File: src/rtl/bus_tracked.sv
// bus_tracked: N-host / M-device simulation interconnect with in-order
// outstanding-transaction tracking and address-decode error responses.
// Optional feature macro: BUS_TRACKED_RR_EN selects round-robin arbitration;
// when undefined, arbitration is fixed priority with host 0 highest.
module bus_tracked #(
  parameter int unsigned NrHosts        = 3,
  parameter int unsigned NrDevices      = 2,
  parameter int unsigned DataWidth      = 32,
  parameter int unsigned AddressWidth   = 32,
  parameter int unsigned MaxOutstanding = 4
) (
  input  logic                                    clk_i,
  input  logic                                    rst_i,
  input  logic [NrHosts-1:0]                      host_req_i,
  output logic [NrHosts-1:0]                      host_gnt_o,
  input  logic [NrHosts-1:0][AddressWidth-1:0]    host_addr_i,
  input  logic [NrHosts-1:0]                      host_we_i,
  input  logic [NrHosts-1:0][DataWidth/8-1:0]     host_be_i,
  input  logic [NrHosts-1:0][DataWidth-1:0]       host_wdata_i,
  output logic [NrHosts-1:0]                      host_rvalid_o,
  output logic [NrHosts-1:0][DataWidth-1:0]       host_rdata_o,
  output logic [NrHosts-1:0]                      host_err_o,
  output logic [NrDevices-1:0]                    device_req_o,
  output logic [NrDevices-1:0][AddressWidth-1:0]  device_addr_o,
  output logic [NrDevices-1:0]                    device_we_o,
  output logic [NrDevices-1:0][DataWidth/8-1:0]   device_be_o,
  output logic [NrDevices-1:0][DataWidth-1:0]     device_wdata_o,
  input  logic [NrDevices-1:0]                    device_rvalid_i,
  input  logic [NrDevices-1:0][DataWidth-1:0]     device_rdata_i,
  input  logic [NrDevices-1:0]                    device_err_i,
  input  logic [NrDevices-1:0][AddressWidth-1:0]  cfg_device_addr_base,
  input  logic [NrDevices-1:0][AddressWidth-1:0]  cfg_device_addr_mask
);

  localparam int unsigned HostIdxW = (NrHosts > 1) ? $clog2(NrHosts) : 1;
  localparam int unsigned DevIdxW  = (NrDevices > 1) ? $clog2(NrDevices) : 1;
  localparam int unsigned PtrW     = $clog2(MaxOutstanding);
  localparam int unsigned CntW     = PtrW + 1;

  typedef struct packed {
    logic [HostIdxW-1:0] host;
    logic [DevIdxW-1:0]  device;
    logic                decerr;
  } entry_t;

  entry_t                  fifo_q [MaxOutstanding];
  logic [PtrW-1:0]         wr_ptr_q, wr_ptr_d, rd_ptr_q, rd_ptr_d;
  logic [CntW-1:0]         count_q, count_d;
  logic                    arb_valid, dec_hit, full, grant, pop;
  logic [HostIdxW-1:0]     arb_idx;
  logic [DevIdxW-1:0]      dec_idx;
  logic [AddressWidth-1:0] sel_addr;
  entry_t                  head, push_entry;

`ifdef BUS_TRACKED_RR_EN
  logic [HostIdxW-1:0] rr_ptr_q, rr_ptr_d;

  function automatic logic [HostIdxW-1:0] rr_wrap(input int unsigned v);
    return HostIdxW'(v % NrHosts);
  endfunction
`endif

  // Pick one requesting host: round-robin from rr_ptr, or lowest index first
  always_comb begin
    arb_valid = 1'b0;
    arb_idx   = '0;
    for (int unsigned i = 0; i < NrHosts; i++) begin
`ifdef BUS_TRACKED_RR_EN
      if (!arb_valid && host_req_i[rr_wrap(32'(rr_ptr_q) + i)]) begin
        arb_valid = 1'b1;
        arb_idx   = rr_wrap(32'(rr_ptr_q) + i);
      end
`else
      if (!arb_valid && host_req_i[i]) begin
        arb_valid = 1'b1;
        arb_idx   = HostIdxW'(i);
      end
`endif
    end
  end

  // Address decode of the arbitrated host; lowest matching device wins
  always_comb begin
    sel_addr = host_addr_i[arb_idx];
    dec_hit  = 1'b0;
    dec_idx  = '0;
    for (int unsigned d = 0; d < NrDevices; d++) begin
      if (!dec_hit && ((sel_addr & cfg_device_addr_mask[d]) == cfg_device_addr_base[d])) begin
        dec_hit = 1'b1;
        dec_idx = DevIdxW'(d);
      end
    end
  end

  // Grant/pop qualification; a full FIFO blocks grant even when popping
  always_comb begin
    full       = (count_q == CntW'(MaxOutstanding));
    grant      = arb_valid && !full && !rst_i;
    head       = fifo_q[rd_ptr_q];
    pop        = (count_q != '0) && !rst_i && (head.decerr || device_rvalid_i[head.device]);
    push_entry = '{host: arb_idx, device: dec_idx, decerr: !dec_hit};
  end

  // Forward the granted request to the decoded device, zero elsewhere
  always_comb begin
    host_gnt_o     = '0;
    device_req_o   = '0;
    device_addr_o  = '0;
    device_we_o    = '0;
    device_be_o    = '0;
    device_wdata_o = '0;
    if (grant) begin
      host_gnt_o[arb_idx] = 1'b1;
    end
    for (int unsigned d = 0; d < NrDevices; d++) begin
      if (grant && dec_hit && (dec_idx == DevIdxW'(d))) begin
        device_req_o[d]   = 1'b1;
        device_addr_o[d]  = sel_addr;
        device_we_o[d]    = host_we_i[arb_idx];
        device_be_o[d]    = host_be_i[arb_idx];
        device_wdata_o[d] = host_wdata_i[arb_idx];
      end
    end
  end

  // Route the head entry's response back to its host
  always_comb begin
    host_rvalid_o = '0;
    host_rdata_o  = '0;
    host_err_o    = '0;
    for (int unsigned h = 0; h < NrHosts; h++) begin
      if (pop && (head.host == HostIdxW'(h))) begin
        host_rvalid_o[h] = 1'b1;
        host_err_o[h]    = head.decerr ? 1'b1 : device_err_i[head.device];
        host_rdata_o[h]  = head.decerr ? '0 : device_rdata_i[head.device];
      end
    end
  end

  // Tracking FIFO pointer and occupancy next state
  always_comb begin
    wr_ptr_d = grant ? wr_ptr_q + PtrW'(1) : wr_ptr_q;
    rd_ptr_d = pop ? rd_ptr_q + PtrW'(1) : rd_ptr_q;
    count_d  = count_q;
    case ({grant, pop})
      2'b10:   count_d = count_q + CntW'(1);
      2'b01:   count_d = count_q - CntW'(1);
      default: count_d = count_q;
    endcase
`ifdef BUS_TRACKED_RR_EN
    rr_ptr_d = grant ? rr_wrap(32'(arb_idx) + 32'd1) : rr_ptr_q;
`endif
  end

  // Pointer, occupancy and arbitration state registers
  always_ff @(posedge clk_i) begin
    if (rst_i) begin
      wr_ptr_q <= '0;
      rd_ptr_q <= '0;
      count_q  <= '0;
`ifdef BUS_TRACKED_RR_EN
      rr_ptr_q <= '0;
`endif
    end else begin
      wr_ptr_q <= wr_ptr_d;
      rd_ptr_q <= rd_ptr_d;
      count_q  <= count_d;
`ifdef BUS_TRACKED_RR_EN
      rr_ptr_q <= rr_ptr_d;
`endif
    end
  end

  // Tracking entry storage; validity is governed by count_q alone
  always_ff @(posedge clk_i) begin
    if (grant) begin
      fifo_q[wr_ptr_q] <= push_entry;
    end
  end

endmodule

File: config.mk
export PLATFORM = sky130hd
export DESIGN_NAME = bus_tracked
export DESIGN_NICKNAME = d
export VERILOG_FILES = /design/src/rtl/bus_tracked.sv
export SDC_FILE = /design/constraint.sdc
export NUM_CORES = 1
export LEC_CHECK = 0
export BUFFER_PORTS_ARGS = -buffer_cell sky130_fd_sc_hd__buf_4
export CAP_MARGIN = 20
export CORE_AREA = 4 4 255 257
export CTS_CLUSTER_SIZE = 24
export DETAILED_ROUTE_END_ITERATION = 7
export DIE_AREA = 0 0 259 261
export PLACE_DENSITY = 0.38
export RECOVER_POWER = 100
export SLEW_MARGIN = 0
export SYNTH_ARGS = -nofsm -noshare
export SYNTH_HDL_FRONTEND = slang
export SYNTH_SLANG_ARGS = --single-unit
File: constraint.sdc
create_clock -name clk_i -period 11.4 [get_ports clk_i]
set_input_delay 2.28 -clock clk_i [delete_from_list [all_inputs] [get_ports clk_i]]
set_output_delay 2.28 -clock clk_i [all_outputs]
set_load 0.02 [all_outputs]
# Word-level counts from Yosys, hierarchy flattened
# Memory sizes are Yosys's and may differ from the RTL's. A register that Yosys moved wholly into a read port is not among the register bits.
# Cells that the tools add are included.
# Widths: inputs -> output; s select.
word_totals:
  reg_bits: 7
  latchBits: 0
  mem_bits_rw: 16
  rom_bits: 0
  in_bits: 408
  output_inout_bits: 245
  wordCells: 96
  n_memories: 1
mem_list:
  columns: ["memory", "depth", "width", "rd", "rd_clocked_by_memory_dff", "wr", "line", "rtl"]
  rows:
  - ["fifo_q", 4, 4, 1, 1, 1, "46", "entry_t fifo_q [MaxOutstanding];"]
op_classes:
  n_addsub: 4
  mul: 0
  div_mod_pow: 0
  magnitude_cmp: 3
  n_eq_ne: 7
  shifts: 0
  muxes: 51
  bitwise: 3
  reduce_logical: 24
ops:
  columns: ["op", "n"]
  rows:
  - ["$mux 32", 12]
  - ["$bmux 32 s2", 2]
  - ["$and 32x32->32", 2]
  - ["$eq 32x32->1", 2]
  - ["$mux 1", 26]
  - ["$logic_and 1x1->1", 14]
  - ["$mux 4", 3]
  - ["$bmux 4 s2", 1]
  - ["$logic_not 1->1", 6]
  - ["$mux 2", 3]
  - ["$pmux 3 s2", 1]
  - ["$add 2x1->2 const B", 2]
  - ["$eq 2x1->1 const B", 2]
  - ["$eq 2x2->1 const B", 2]
  - ["$add 3x1->3 const B", 1]
  - ["$eq 3x3->1 const B", 1]
  - ["$lt 2x3->1 const B", 1]
  - ["$mux 3", 1]
  - ["$reduce_bool 3->1", 1]
  - ["$sub 3x1->3 const B", 1]
  - ["$bmux 1 s2", 1]
  - ["$demux 1 s2", 1]
  - ["$ge 2x1->1 const B", 1]
  - ["$logic_not 2->1", 1]
  - ["other kinds (4)", 4]

# Longest topological paths before layout
# Gate-level depths: netlist of run 1.
logic_depth:
  depth_word: 18
  ltp_mapped: 12
  depth_no_buf: 10

# Worst setup path after synthesis of run 1
# No wires, ideal clock.
synth_path:
  path_kind: "input to output"
  start: "in host_req_i[1]"
  end: "out device_addr_o[32] (netlist name)"
  t_arrival_ps: 5087
  t_required_ps: 9120
  setup_slack_ps: 4033
  stages: 11
  n_path_buf: 4
  cell_sequence: "buf_2 > buf_2 > or4b_1 > o211ai_1 > nor3b_1 > a31oi_1 > o2111ai_1 > or4_1 > buf_2 > buf_2 > nor4_1"
synth_rtl:
  columns: ["element", "line", "rtl"]
  rows:
  - ["start: declaration", "14", "input logic [NrHosts-1:0] host_req_i,"]
  - ["end: declaration", "24", "output logic [NrDevices-1:0][AddressWidth-1:0] device_addr_o,"]

==> flow_summary_export.csv, run 1 <==
group,metric,value,unit
critical_path,endpoint_kind,"output port",
placement,hpwl,58000,microns
clock_tree,path_clk_slew,0.06,ns
timing,setup_slack,1.05,ns
synthesis,synth.top_cell.area_share,8.71,%
floorplanning,std_cell_rows,92,
floorplanning,die_y,261,microns
global_routing,grt_pass1_wl,90800,microns
global_routing,grt-ovfl-total,0,
cells_and_area,nFillCells,7422,
synthesis,syn_nets,1500,
clock_tree,cts_sinks,25,
timing,period_share,90.8,%
critical_path,arrival,8.07,ns
drt,first_iter_violations,1040,
critical_path,path_cells,"buf_4 > nand2b_2 > inv_1 > a221o_1 > nand3_1 > a211oi_1 > nand4_1 > or4_2 > clkbuf_2 > nor2_1 > clkbuf_1",
placement,post_dp_cell_area,12700,sq um
synthesis,yosys-top-cells-area,"nor2_1, nor4_1, edfxtp_1",
drt,vias,11400,
drt,route.detailed.drc,0,
timing,finClkSkew,0.00411,ns
synthesis,synth_edf_count,16,
placement,portBuffers,652,
clock_tree,cts_root_buffer,"clkbuf_16",
critical_path,required,9.12,ns
drt,dr.pass1.iters,6,
clock_tree,clkLatencyLatePin,0.26,ns
cells_and_area,final_area,12100,sq um
timing,slew-limit-headroom,-20.8,%
clock_tree,cts_max_level,1,
synthesis,synthArstFlopShare,0,%
floorplanning,initial_utilization,11.3,%
timing,period_needed,10.35,ns
cells_and_area,nNetsFinal,2076,
power,leakage,0.00501,uW
outcome,violations,"max-capacitance violations, max-slew violations",
clock_tree,cts_resized,0,
floorplanning,die_area,67600,sq um
floorplanning,design.core.area,62700,sq um
synthesis,syn_area,7070,sq um
synthesis,synth_cell_types,81,
synthesis,synth_top_area_cell,"nor2_1",
critical_path,critPathMaxStageDelay,1.28,ns
synthesis,synth.avg_cell_area,6.51,sq um
drt,ant_nets,0,
synthesis,synth_warnings,0,
power,power.density,64.4,nW/um^2
timing,rsz0062_at_grt,"false",
outcome,status,"finished, violations left",
synthesis,ys_seq_area_share,9.35,%
placement,gp_congestion,0.953,
critical_path,worstPathMaxFanout,71,
hold_path,hold_class,"register to register",
timing,finalHoldViolCount,0,
synthesis,synth_cells,1086,
drt,wl,67200,microns
critical_path,critPathTopFamily,"buffers and inverters",
clock_tree,clockBufferDepth,2,
cells_and_area,area_delta_synth_final,71.2,%
synthesis,synth_seq_cells,25,
global_routing,antenna_found_initial,13,
clock_tree,hold_buffers,0,
global_routing,gr-usage-all-layers,18.3,%
critical_path,worst-path-buf-inv,4,
critical_path,critPathLaunchType,"input pin",
synthesis,ys.flop_type,"edfxtp_1",
job,maxCapViolCount,3,
critical_path,crit_type,"input pin to output port",
critical_path,crit_slowest_cell,"inv_1",
timing,worst_pin_slew,1.81,ns
power,vdd_drop_max,0.0532,mV
clock_tree,cts_tree,"built",
timing,slew_viol_final,153,
global_routing,grt_pass1_vias,11800,
cells_and_area,drive_gt1_share,31.6,%
floorplanning,die_width,259,microns
timing,finalSetupViolCount,0,
timing,fmax,96.6,MHz
clock_tree,cts_buffers,3,
power,finalPower,779,uW
clock_tree,post_cts_buffers,0,
placement,post-place-ws,1.58,ns
drt,routedWlPerCell,26.8,microns
timing,fin_setup_tns,0,ns
drt,avgViaCountPerCell,4.54,
global_routing,grt_start_max_net_pins,79,
floorplanning,pin_count,653,
## cells in the mapped netlist, types with 10 or more instances
| cell | number |
|---|---|
| nor3b_1 | 16 |
| nor4_1 | 80 |
| a21oi_1 | 10 |
| nor2_1 | 164 |
| nor4b_1 | 11 |
| and2_1 | 70 |
| a211oi_1 | 10 |
| clkbuf_1 | 62 |
| inv_1 | 68 |
| buf_2 | 22 |
| a311o_1 | 37 |
| or3b_2 | 13 |
| o21ai_0 | 25 |
| edfxtp_1 | 16 |
| mux2i_1 | 32 |
| o22ai_1 | 29 |
| nand4_1 | 11 |
| nand2b_1 | 35 |
| and3_1 | 35 |
| nand2_1 | 115 |
| nand3_1 | 11 |
| nor2b_1 | 28 |
## state kept, by name (all words and copies together), names as in the netlist, named ones only
name and flops:
fifo_q 16, count_q 3, wr_ptr_q 2, rd_ptr_q 2
## power breakdown
part / internal [uW] / switching, uW / leakage (uW)
combinational: 230 / 340 / 0.00475
clock: 47.3 / 31.1 / 0.0000409
sequential: 116 / 14.4 / 0.000212
total: 393 / 386 / 0.00501
## per-layer routing
layer / routed length (microns) / vias up / global-route usage, % / part of all wire (%)
li1: - / 5149 / - / -
met1: 26500 / 5474 / 22.2 / 39
met2: 33300 / 657 / 33.3 / 50
met3: 6150 / 88 / 4.79 / 9.1
met4: 1080 / 20 / 2.77 / 1.6
met5: 126 / - / 0 / 0.19
## cell families after synthesis
family	synth area share [%]
adders and majority gates	1.17
and+or+nand+nor	48.2
muxes	5.96
xor gates and xnor gates	0.743
AOI/OAI and AO/OA	24.5
DFF	9.35
buffers and inverters	10.0
## worst register-to-register path: stages, from the launching register on
cell and delay, ns:
dfxtp_1 0.37, inv_1 0.09, a31oi_1 0.37, o21a_1 0.18, clkbuf_1 1.29, inv_2 0.88
ha_1 0.55, inv_1 0.08, fa_1 0.17, xor2_1 0.07, or3_1 0.30, a21oi_1 0.14
## through the flow
stage / std cells / utilization, % / hold WS [ns]
after floorplan: 1086 / - / 0.472
after global placement: 2502 / 20.3 / 0.496
after detailed placement: 2503 / 20.3 / 0.513
after CTS: 2507 / 20.4 / 0.521
after global routing: 2508 / 19.3 / 0.556
final: 2509 / 19.3 / 0.520
## placed cells by master, fill, tap and decap left out, types with 29 or more instances in the layout
cell type and instances:
buf_4 479, clkbuf_1 185, nor2_1 164, nand2_1 115, nor4_1 79, inv_1 68, and2_0 59, a311o_1 37
and3_1 35, nand2b_1 34, mux2i_1 32, o22ai_1 29
## path summary, 6_finish.rpt
kind / from / to / slack, ns / cells past startpoint
max reg2reg: count_q[0] / count_q[2] / 6.84 / 11
min reg2reg: count_q[2] / count_q[2] / 0.52 / 2
min: count_q[2] / count_q[2] / 0.52 / 2
max: host_req_i[1] / device_addr_o[26] / 1.05 / 11
## final cells by class
type	instances	area (sq um)	area share, %
Antenna cell	2	5.00	0.0414
Inverter	69	259	2.14
Tap cell	846	1060	8.75
Multi-Input combinational cell	897	5730	47.4
Timing Repair Buffer	666	4300	35.6
Clock buffer	3	75.1	0.620
Clock inverter	1	5.00	0.0414
Sequential cell	25	661	5.46
Note: power is estimated with default switching activity, not from simulation.
==> run 2, diff against run 1 <==
Settings changed: BUFFER_PORTS_ARGS -buffer_cell sky130_fd_sc_hd__buf_4 to -buffer_cell sky130_fd_sc_hd__buf_2, CORE_AREA 4 4 255 257 to 4 4 254 256, DIE_AREA 0 0 259 261 to 0 0 258 260, PLACE_DENSITY 0.38 to 0.39.
==> flow_summary_export.csv, run 2 (synthesis gave the netlist of run 1 again) <==
group,metric,value,unit
outcome,status,"finished, violations left",
outcome,violations,"max-capacitance violations, max-slew violations",
global_routing,gr-usage-all-layers,18.0,%
job,maxCapViolCount,3,
floorplanning,pin_count,653,
clock_tree,cts_buffers,3,
clock_tree,cts_resized,0,
power,vdd_drop_max,0.0537,mV
clock_tree,clkLatencyLatePin,0.26,ns
timing,rsz0062_at_grt,"false",
timing,finClkSkew,0.00513,ns
critical_path,required,9.12,ns
cells_and_area,regMostFlops,"fifo_q",
global_routing,grt_start_max_net_pins,79,
clock_tree,cts_max_level,1,
drt,routedWlPerCell,26.1,microns
power,power.density,69.2,nW/um^2
drt,first_iter_violations,1092,
critical_path,worstPathMaxFanout,43,
timing,fmax,99.2,MHz
drt,vias,11600,
critical_path,r2r_cells,12,
global_routing,grt_pass1_wl,88700,microns
timing,worst_pin_slew,2.40,ns
global_routing,antenna_found_initial,17,
clock_tree,post_cts_buffers,0,
critical_path,endpoint_kind,"output port",
clock_tree,clockBufferDepth,2,
cells_and_area,reg_top3,"fifo_q: 16 flops, count_q: 3 flops",
critical_path,critPathTopFamily,"buffers and inverters",
critical_path,crit_top_cell,"clkbuf_1",
power,p_sw_share,52.3,%
timing,finalHoldViolCount,0,
drt,ant_nets,0,
placement,place_inst,2503,
clock_tree,hold_buffers,0,
floorplanning,initial_utilization,11.3,%
cells_and_area,largest_reg_flops,16,
clock_tree,cts_tree,"built",
critical_path,critPathMaxStageDelay,1.35,ns
critical_path,crit_slowest_cell,"clkbuf_1",
placement,portBuffers,652,
drt,avgViaCountPerCell,4.62,
hold_path,hold_class,"register to register",
critical_path,cp_num_cells,8,
cells_and_area,area_delta_synth_final,55.1,%
clock_tree,path_clk_slew,0.06,ns
placement,gp_congestion,1.03,
critical_path,arrival,7.80,ns
floorplanning,design.core.area,62500,sq um
drt,route.detailed.drc,0,
critical_path,critPathLaunchType,"input pin",
clock_tree,cts_root_buffer,"clkbuf_16",
timing,slew_viol_final,125,
timing,fin_setup_tns,0,ns
floorplanning,std_cell_rows,92,
floorplanning,die_y,260,microns
timing,finalSetupViolCount,0,
critical_path,path_cells,"clkbuf_1 > o21a_1 > clkbuf_1 > inv_1 > clkbuf_1 > a311o_1 > nor4_1 > clkbuf_1",
power,power.internal,362,uW
drt,wl,65800,microns
timing,period_share,88.5,%
power,p_switching,396,uW
power,combPwrFrac,72.7,%
floorplanning,die_area,67100,sq um
power,p_seq_share,17.1,%
power,finalPower,758,uW
critical_path,worst-path-buf-inv,5,
global_routing,grt-ovfl-total,0,
timing,period_needed,10.08,ns
hold_path,whs_path_depth,2,
timing,slew-limit-headroom,-60.3,%
global_routing,grt_pass1_vias,11500,
drt,dr.pass1.iters,6,
cells_and_area,nNetsFinal,2079,
placement,hpwl,56500,microns
cells_and_area,finalNonFillerCells,2515,
cells_and_area,final_common_cell,"buf_2",
power,leakage,0.00462,uW
critical_path,crit_type,"input pin to output port",
power,clkPwrFrac,10.2,%
floorplanning,die_width,258,microns
cells_and_area,final_cell_mix,"buf_2, clkbuf_1, nor2_1",
clock_tree,cts_sinks,25,
cells_and_area,drive_gt1_share,30.6,%
==> run 2: changes by cell type in the layout (fill, tap and decap cells not counted), sizes merged <==
cell / change
buf: -14
diode: +3
clkbuf: +17
==> run 2: path summary, 6_finish.rpt <==
| kind | from | to | slack (ns) |
|---|---|---|---|
| hold reg to reg | count_q[2] | count_q[2] | 0.51 |
| hold / removal | count_q[2] | count_q[2] | 0.51 |
| setup reg to reg | count_q[0] | count_q[2] | 5.80 |
| setup / recovery | host_req_i[2] | device_wdata_o[50] | 1.32 |
==> run 2: routing by layer <==
metal	up-vias	global-route usage (%)	share of wire [%]
met5	-	0	0.056
met4	6	5.03	3.5
met3	130	3.47	8.4
met2	789	32.0	48
met1	5537	22.0	40
li1	5164	-	-
==> run 2: area by class of cell <==
| type | instances | area (sq um) |
|---|---|---|
| Sequential cell | 25 | 661 |
| Clock buffer | 3 | 75.1 |
| Inverter | 69 | 259 |
| Antenna cell | 5 | 12.5 |
| Clock inverter | 1 | 5.00 |
| Timing Repair Buffer | 669 | 3150 |
| Tap cell | 846 | 1060 |
| Fill cell | 7436 | 51500 |
| Multi-Input combinational cell | 897 | 5740 |
==> run 2: power groups by stage <==
| stage | clock [uW] | sequential, uW | combinational, uW |
|---|---|---|---|
| after global routing | 83.2 | 132 | 587 |
| final | 77.3 | 130 | 551 |
| after detailed placement | 0 | 132 | 541 |
| after global placement | 0 | 131 | 541 |
| after floorplan | 0 | 128 | 289 |
| after CTS | 79.2 | 130 | 544 |
==> run 2: through the flow <==
| step | setup WS, ns | utilization, % | cell area [sq um] | hold WS, ns |
|---|---|---|---|---|
| finish | 1.32 | 17.5 | 11000 | 0.506 |
| global route | 0.825 | 17.5 | 11000 | 0.558 |
| CTS | 1.85 | 17.9 | 11200 | 0.507 |
| detailed placement | 1.86 | 17.8 | 11100 | 0.498 |
| global placement | 1.99 | 17.7 | 11100 | 0.488 |
| floorplan | 4.03 | - | 7070 | 0.472 |
==> run 2: worst reg2reg max path: stages (launching register included) <==
cell	delay [ns]
dfxtp_1	0.37
inv_1	0.09
a31oi_1	0.52
o21a_1	0.21
clkbuf_1	1.35
inv_1	0.58
clkbuf_1	1.00
ha_1	0.66
inv_1	0.08
fa_1	0.17
xor2_1	0.07
or3_1	0.30
a21oi_1	0.14
